[src/rtl/cpu_pkg.sv]
// Shared CPU definitions: register file widths and
// operand fetch state encoding.
package cpu_pkg;

  localparam int ADDR_WIDTH = 4;
  localparam int DATA_WIDTH = 16;

  typedef enum logic [1:0] {
    OF_IDLE = 2'd0,
    OF_RD_A = 2'd1,
    OF_RD_B = 2'd2,
    OF_HOLD = 2'd3
  } of_state_t;

endpackage

[src/rtl/operand_fetch_if.sv]
// Operand fetch bus: decode request, register file port,
// write-back snoop and ALU operand handshake.
interface operand_fetch_if #(
  parameter int addr_width = 4,
  parameter int data_width = 16
) ();

  logic                  req_valid;
  logic                  req_ready;
  logic [addr_width-1:0] req_rs1;
  logic [addr_width-1:0] req_rs2;
  logic                  req_use_rs2;
  logic [data_width-1:0] req_imm;
  logic [addr_width-1:0] rf_radr;
  logic [data_width-1:0] rf_dout;
  logic                  wb_we;
  logic [addr_width-1:0] wb_adr;
  logic [data_width-1:0] wb_data;
  logic                  op_valid;
  logic                  op_ready;
  logic [data_width-1:0] op_a;
  logic [data_width-1:0] op_b;

  modport master (
    output req_valid, req_rs1, req_rs2,
    output req_use_rs2, req_imm,
    input  req_ready,
    input  rf_radr,
    output rf_dout,
    output wb_we, wb_adr, wb_data,
    input  op_valid, op_a, op_b,
    output op_ready
  );

  modport slave (
    input  req_valid, req_rs1, req_rs2,
    input  req_use_rs2, req_imm,
    output req_ready,
    output rf_radr,
    input  rf_dout,
    input  wb_we, wb_adr, wb_data,
    output op_valid, op_a, op_b,
    input  op_ready
  );

endinterface

[src/rtl/wb_bypass.sv]
// Selects write-back data over an operand value when the
// write targets the operand's register.
module wb_bypass #(
  parameter int addr_width = 4,
  parameter int data_width = 16
) (
  input  logic [data_width-1:0] cur,
  input  logic [addr_width-1:0] adr,
  input  logic                  en,
  input  logic                  wb_we,
  input  logic [addr_width-1:0] wb_adr,
  input  logic [data_width-1:0] wb_data,
  output logic [data_width-1:0] sel
);

  logic hit;

  assign hit = en & wb_we & (wb_adr == adr);
  assign sel = hit ? wb_data : cur;

endmodule

[src/rtl/operand_fetch.sv]
// Operand fetch stage: sequences the single register file
// read port and holds operands for the ALU.
module operand_fetch
  import cpu_pkg::*;
#(
  parameter int addr_width = ADDR_WIDTH,
  parameter int data_width = DATA_WIDTH
) (
  input logic clk,
  input logic reset,
  input logic flush,
  operand_fetch_if.slave bus
);

  of_state_t state, state_next;

  logic                  ready;
  logic                  accept;
  logic [addr_width-1:0] rs1_q;
  logic [addr_width-1:0] rs2_q;
  logic                  use_rs2_q;
  logic [data_width-1:0] imm_q;
  logic [addr_width-1:0] radr_q;
  logic                  valid_q;
  logic [data_width-1:0] op_a_q;
  logic [data_width-1:0] op_b_q;
  logic [data_width-1:0] a_cur, b_cur;
  logic [data_width-1:0] a_sel, b_sel;

  always_ff @(posedge clk) begin
    if (reset) state <= OF_IDLE;
    else       state <= state_next;
  end

  always_comb begin
    state_next = state;
    ready      = 1'b0;
    unique case (state)
      OF_IDLE: begin
        ready = 1'b1;
        if (bus.req_valid) state_next = OF_RD_A;
      end
      OF_RD_A: begin
        state_next = use_rs2_q ? OF_RD_B : OF_HOLD;
      end
      OF_RD_B: begin
        state_next = OF_HOLD;
      end
      OF_HOLD: begin
        ready = bus.op_ready;
        if (bus.op_ready)
          state_next = bus.req_valid ? OF_RD_A : OF_IDLE;
      end
      default: state_next = OF_IDLE;
    endcase
    if (flush) begin
      ready      = 1'b0;
      state_next = OF_IDLE;
    end
  end

  assign accept = bus.req_valid & ready;

  // Capture cycles bypass rf_dout; HOLD snoops the held value.
  assign a_cur = (state == OF_RD_A) ? bus.rf_dout : op_a_q;
  assign b_cur = (state == OF_RD_B) ? bus.rf_dout : op_b_q;

  wb_bypass #(
    .addr_width(addr_width),
    .data_width(data_width)
  ) u_byp_a (
    .cur    (a_cur),
    .adr    (rs1_q),
    .en     (1'b1),
    .wb_we  (bus.wb_we),
    .wb_adr (bus.wb_adr),
    .wb_data(bus.wb_data),
    .sel    (a_sel)
  );

  wb_bypass #(
    .addr_width(addr_width),
    .data_width(data_width)
  ) u_byp_b (
    .cur    (b_cur),
    .adr    (rs2_q),
    .en     (use_rs2_q),
    .wb_we  (bus.wb_we),
    .wb_adr (bus.wb_adr),
    .wb_data(bus.wb_data),
    .sel    (b_sel)
  );

  always_ff @(posedge clk) begin
    if (reset) begin
      rs1_q     <= '0;
      rs2_q     <= '0;
      use_rs2_q <= 1'b0;
      imm_q     <= '0;
      radr_q    <= '0;
      valid_q   <= 1'b0;
      op_a_q    <= '0;
      op_b_q    <= '0;
    end else begin
      valid_q <= (state_next == OF_HOLD);
      if (!flush) begin
        if (accept) begin
          rs1_q     <= bus.req_rs1;
          rs2_q     <= bus.req_rs2;
          use_rs2_q <= bus.req_use_rs2;
          imm_q     <= bus.req_imm;
          radr_q    <= bus.req_rs1;
        end
        unique case (state)
          OF_RD_A: begin
            op_a_q <= a_sel;
            if (use_rs2_q) radr_q <= rs2_q;
            else           op_b_q <= imm_q;
          end
          OF_RD_B: op_b_q <= b_sel;
          OF_HOLD: begin
            op_a_q <= a_sel;
            op_b_q <= b_sel;
          end
          default: ;
        endcase
      end
    end
  end

  assign bus.req_ready = ready;
  assign bus.rf_radr   = radr_q;
  assign bus.op_valid  = valid_q;
  assign bus.op_a      = op_a_q;
  assign bus.op_b      = op_b_q;

endmodule

[src/flat_wrapper.sv]
// flat-port wrapper written by rule: the top's interface ports become plain ports
module operand_fetch_flat import cpu_pkg::*;
#(
  parameter int addr_width = ADDR_WIDTH,
  parameter int data_width = DATA_WIDTH
)
  (clk, reset, flush, bus_req_valid, bus_req_rs1, bus_req_rs2, bus_req_use_rs2, bus_req_imm, bus_req_ready, bus_rf_radr, bus_rf_dout, bus_wb_we, bus_wb_adr, bus_wb_data, bus_op_valid, bus_op_a, bus_op_b, bus_op_ready);
  operand_fetch_if #(.addr_width(addr_width), .data_width(data_width)) bus_i ();
  input logic clk;
  input logic reset;
  input logic flush;
  input wire logic [$bits(bus_i.req_valid)-1:0] bus_req_valid;
  input wire logic [$bits(bus_i.req_rs1)-1:0] bus_req_rs1;
  input wire logic [$bits(bus_i.req_rs2)-1:0] bus_req_rs2;
  input wire logic [$bits(bus_i.req_use_rs2)-1:0] bus_req_use_rs2;
  input wire logic [$bits(bus_i.req_imm)-1:0] bus_req_imm;
  output wire logic [$bits(bus_i.req_ready)-1:0] bus_req_ready;
  output wire logic [$bits(bus_i.rf_radr)-1:0] bus_rf_radr;
  input wire logic [$bits(bus_i.rf_dout)-1:0] bus_rf_dout;
  input wire logic [$bits(bus_i.wb_we)-1:0] bus_wb_we;
  input wire logic [$bits(bus_i.wb_adr)-1:0] bus_wb_adr;
  input wire logic [$bits(bus_i.wb_data)-1:0] bus_wb_data;
  output wire logic [$bits(bus_i.op_valid)-1:0] bus_op_valid;
  output wire logic [$bits(bus_i.op_a)-1:0] bus_op_a;
  output wire logic [$bits(bus_i.op_b)-1:0] bus_op_b;
  input wire logic [$bits(bus_i.op_ready)-1:0] bus_op_ready;
  assign bus_i.req_valid = bus_req_valid;
  assign bus_i.req_rs1 = bus_req_rs1;
  assign bus_i.req_rs2 = bus_req_rs2;
  assign bus_i.req_use_rs2 = bus_req_use_rs2;
  assign bus_i.req_imm = bus_req_imm;
  assign bus_req_ready = bus_i.req_ready;
  assign bus_rf_radr = bus_i.rf_radr;
  assign bus_i.rf_dout = bus_rf_dout;
  assign bus_i.wb_we = bus_wb_we;
  assign bus_i.wb_adr = bus_wb_adr;
  assign bus_i.wb_data = bus_wb_data;
  assign bus_op_valid = bus_i.op_valid;
  assign bus_op_a = bus_i.op_a;
  assign bus_op_b = bus_i.op_b;
  assign bus_i.op_ready = bus_op_ready;
  operand_fetch #(.addr_width(addr_width), .data_width(data_width)) u_core (.clk(clk), .reset(reset), .flush(flush), .bus(bus_i));
endmodule
[config.mk]
export PLATFORM = sky130hd
export DESIGN_NAME = operand_fetch_flat
export DESIGN_NICKNAME = d
export VERILOG_FILES = /design/src/rtl/cpu_pkg.sv /design/src/rtl/operand_fetch_if.sv /design/src/rtl/wb_bypass.sv /design/src/rtl/operand_fetch.sv /design/src/flat_wrapper.sv
export SDC_FILE = /design/constraint.sdc
export NUM_CORES = 1
export LEC_CHECK = 0
export ABC_AREA = 1
export CORE_UTILIZATION = 35
export CTS_BUF_LIST = sky130_fd_sc_hd__clkbuf_2
export DETAILED_ROUTE_END_ITERATION = 10
export GPL_ROUTABILITY_DRIVEN = 0
export HOLD_SLACK_MARGIN = 0.12
export PLACE_DENSITY = 0.72
export SLEW_MARGIN = 20
export SYNTH_ARGS = -nofsm -noshare
export SYNTH_HDL_FRONTEND = slang
export SYNTH_SLANG_ARGS = --single-unit
[constraint.sdc]
create_clock -name clk -period 2.45 [get_ports clk]
set_clock_uncertainty 0.2 [all_clocks]
set_input_delay 0.49 -clock clk [delete_from_list [all_inputs] [get_ports clk]]
set_output_delay 0.49 -clock clk [all_outputs]
set_load 0.01 [all_outputs]
==> run metrics <==
register area share after synthesis 0.367; number of max-cap violations 0; CP endpoint kind primary output; XOR/XNOR share of the synthesized area 0.00251; Post-Synth Simple-Gate Area 0.402; initial antenna violation count 0; area of the multi-input gates 1770 sq um; post-route minimum period ~2.3 ns; Post-Syn Area approximately 3500 sq um; pin count of the biggest net entering global routing 33; post-synthesis async set-or-reset flop share 0; Detailed Place HPWL ~7200 um; Hold Path Class input pin to flop; Vias/cell approximately 4.6; Max Freq 441 MHz; Adder-Cell Fraction of Synth Area 0.0179; first-pass GRT wire length around 16,000 um; Core Box Area slightly below 10,000 sq um; hold path depth 3; Post-synth EDFFs 0; final worst-path cycle share 0.925; vias 3,787; GRT Residual Overflow 0; most common cell in the synthesized netlist nand2_1; CP max stage delay around 0.4 ns; Area Overhead vs Synth 40.0%; hold_buf cts 0; Yosys cell types 22; sw power between 600 and 700 uW; top post-synthesis cells by area dfxtp_1, nand2_1, nor2_1; outcome finished clean; Worst VDD drop approximately 0.00025 V; H-tree Lvls 3; final wirelength 9630 um; Max Slew Vio Count 0; DRT Pass-1 Iters 6; Synth Area in Compound Gates 0.0834; row cnt 36; Internal ~1800 uW; leading area contributor after synthesis dfxtp_1; critical path required time about 1.8 ns; relative slew slack 0.661; Bufs on Longest Clock Path 2; GRT met1 Usage 0.223; I/O Buffers around 100; critical path class flop to primary output; post-synthesis instance total between 500 and 600; register share of total power 0.455; Root Driver clkbuf_2; number of nets in the layout 760; crit-path max FO 6; # diodes 0; synthesized net count ~660; grt met3 use 0.0527; Util after Layout 0.503; wire length per cell between 10 and 15 um; Comb pwr share 0.195; P_leak 0.00236 uW; top cells by count, synth nand2_1, nor2_1, inv_1; grt peak-use layer met2; CTS tree yes; sw frac 0.282; Synth Register Bits between 60 and 70; startpoint types flop; share of cells above drive strength 1 0.0736; M2 GR Usage 0.356; DRT antenna net count 0; unrepaired setup endpoints after global routing false; reg2reg path depth 9; Tightest Pin Transition roughly 0.50 ns; Die Height 102 um; via count of the first global-routing pass about 3,700; io pins 105; drt drc 0; pwr dens approximately 510 nW/um^2; Syn. warnings 0; Die W a little over 100 um; Reg area 1290 sq um; Fillers around 1,000; critical path's slowest cell dfxtp_4; GRT Util Overall 0.196; # setup viols final 0; die area 10,400 sq um; Initial Utilization 0.359; Final Hold Viols 0; Iter 0 DRT Violations 147; CP arrival ~1.6 ns; setup TNS 0 ns; CTS sink cnt 64; CTS clk-pin slew, worst paths roughly 0.21 ns; most used cell, CP inv_2; largest family of logic cells by synthesized area simple AND/OR/NAND/NOR gates; top cell type's share of synthesized area 0.367; Post-Syn Area per Cell about 6.0 sq um; CTS Buf Count 9; mux share of post-synthesis cell area 0; Worst-Skew Late Latency roughly 0.52 ns; ys flop type dfxtp_1; clock share of power 0.350; crit-path cells inv_2, ha_2, nor2_1, nand2_1, inv_2, clkbuf_2
## cells by family after synthesis
family | count (synthesis)
compound gates | 57
xor+xnor | 1
fa+ha+maj | 5
buf+inv | 113
flops | 64
simple gates | 346
## path summary, 6_finish.rpt
check                                                       end                          from  slack (ns)
worst min-delay path               u_core.imm_q[6]$_SDFFE_PP0P_                bus_req_imm[6]        0.27
worst max-delay path                              bus_req_ready    u_core.state[0]$_SDFF_PP0_        0.18
worst max register to register  u_core.bus.op_b[1]$_SDFFE_PP0P_    u_core.state[1]$_SDFF_PP0_        0.48
worst min register to register     u_core.rs1_q[3]$_SDFFE_PP0P_  u_core.rs1_q[3]$_SDFFE_PP0P_        0.28
## per-layer routing
metal / wire (um) / share of wire
met2: 4810 / 0.50
met1: 4090 / 0.42
met4: 125 / 0.013
met5: 0 / 0
met3: 612 / 0.064
## critical path, delay by kind of cell (launching register included)
| kind | cells | cell delay (ns) |
|---|---|---|
| buffers and inverters | 3 | 0.24 |
| flip-flops | 1 | 0.41 |
| adder cells (fa/ha/maj) | 1 | 0.26 |
| AND/OR/NAND/NOR | 2 | 0.15 |
## placed cells by master, fill, tap and decap left out, drive strengths merged
master           n
o21ai           26
clkinvlp         1
clkbuf          10
bufinv           3
clkdlybuf4s50  103
nand2          202
o311ai           1
a21oi           29
xnor2            1
buf             13
inv             87
ha               5
nor3             1
clkinv           3
nand3           48
or2              1
dfxtp           64
nor2            94
o21a             1
## sequential cells by signal, indices dropped and copies added (netlist names), 2 cells and up
| name | flops |
|---|---|
| u_core.bus.op_a | 16 |
| u_core.bus.op_b | 16 |
| u_core.imm_q | 16 |
| u_core.bus.rf_radr | 4 |
| u_core.rs1_q | 4 |
| u_core.rs2_q | 4 |
| u_core.state | 2 |
## what timing repair did
action | 4_1_cts | 5_1_grt
endpoints found under the setup margin | 1 | 1
pin swaps | 0 | 0
gates resized for setup | 6 | 4
setup buffers | 1 | 0
## power groups by stage
stage                     Clock (uW)  Combinational [uW]  Sequential, uW
after floorplan                    0                 240            1150
after global placement             0                 475            1140
after detailed placement           0                 481            1140
after CTS                        885                 486            1120
after global routing             928                 541            1130
final                            865                 482            1120
## cell type report
class / count / area share
multi-input cells: 409 / 0.362
inverters: 87 / 0.0668
well taps: 133 / 0.0340
clock inverters: 7 / 0.0246
clock buffers: 9 / 0.00921
flip-flops and latches: 64 / 0.263
repair buffers: 117 / 0.239
## stage by stage
step	std cells	setup slack, ns	area (sq um)	power (uW)	hold slack (ns)
finish	826	0.185	4890	2470	0.274
global route	826	0.0228	4890	2600	0.249
CTS	826	0.00274	4890	2490	0.242
detailed placement	809	0.0516	4710	1630	0.256
global placement	809	0.0575	4710	1620	0.254
floorplan	586	0.600	3490	1390	0.238
Note: power is estimated with default switching activity, not from simulation.
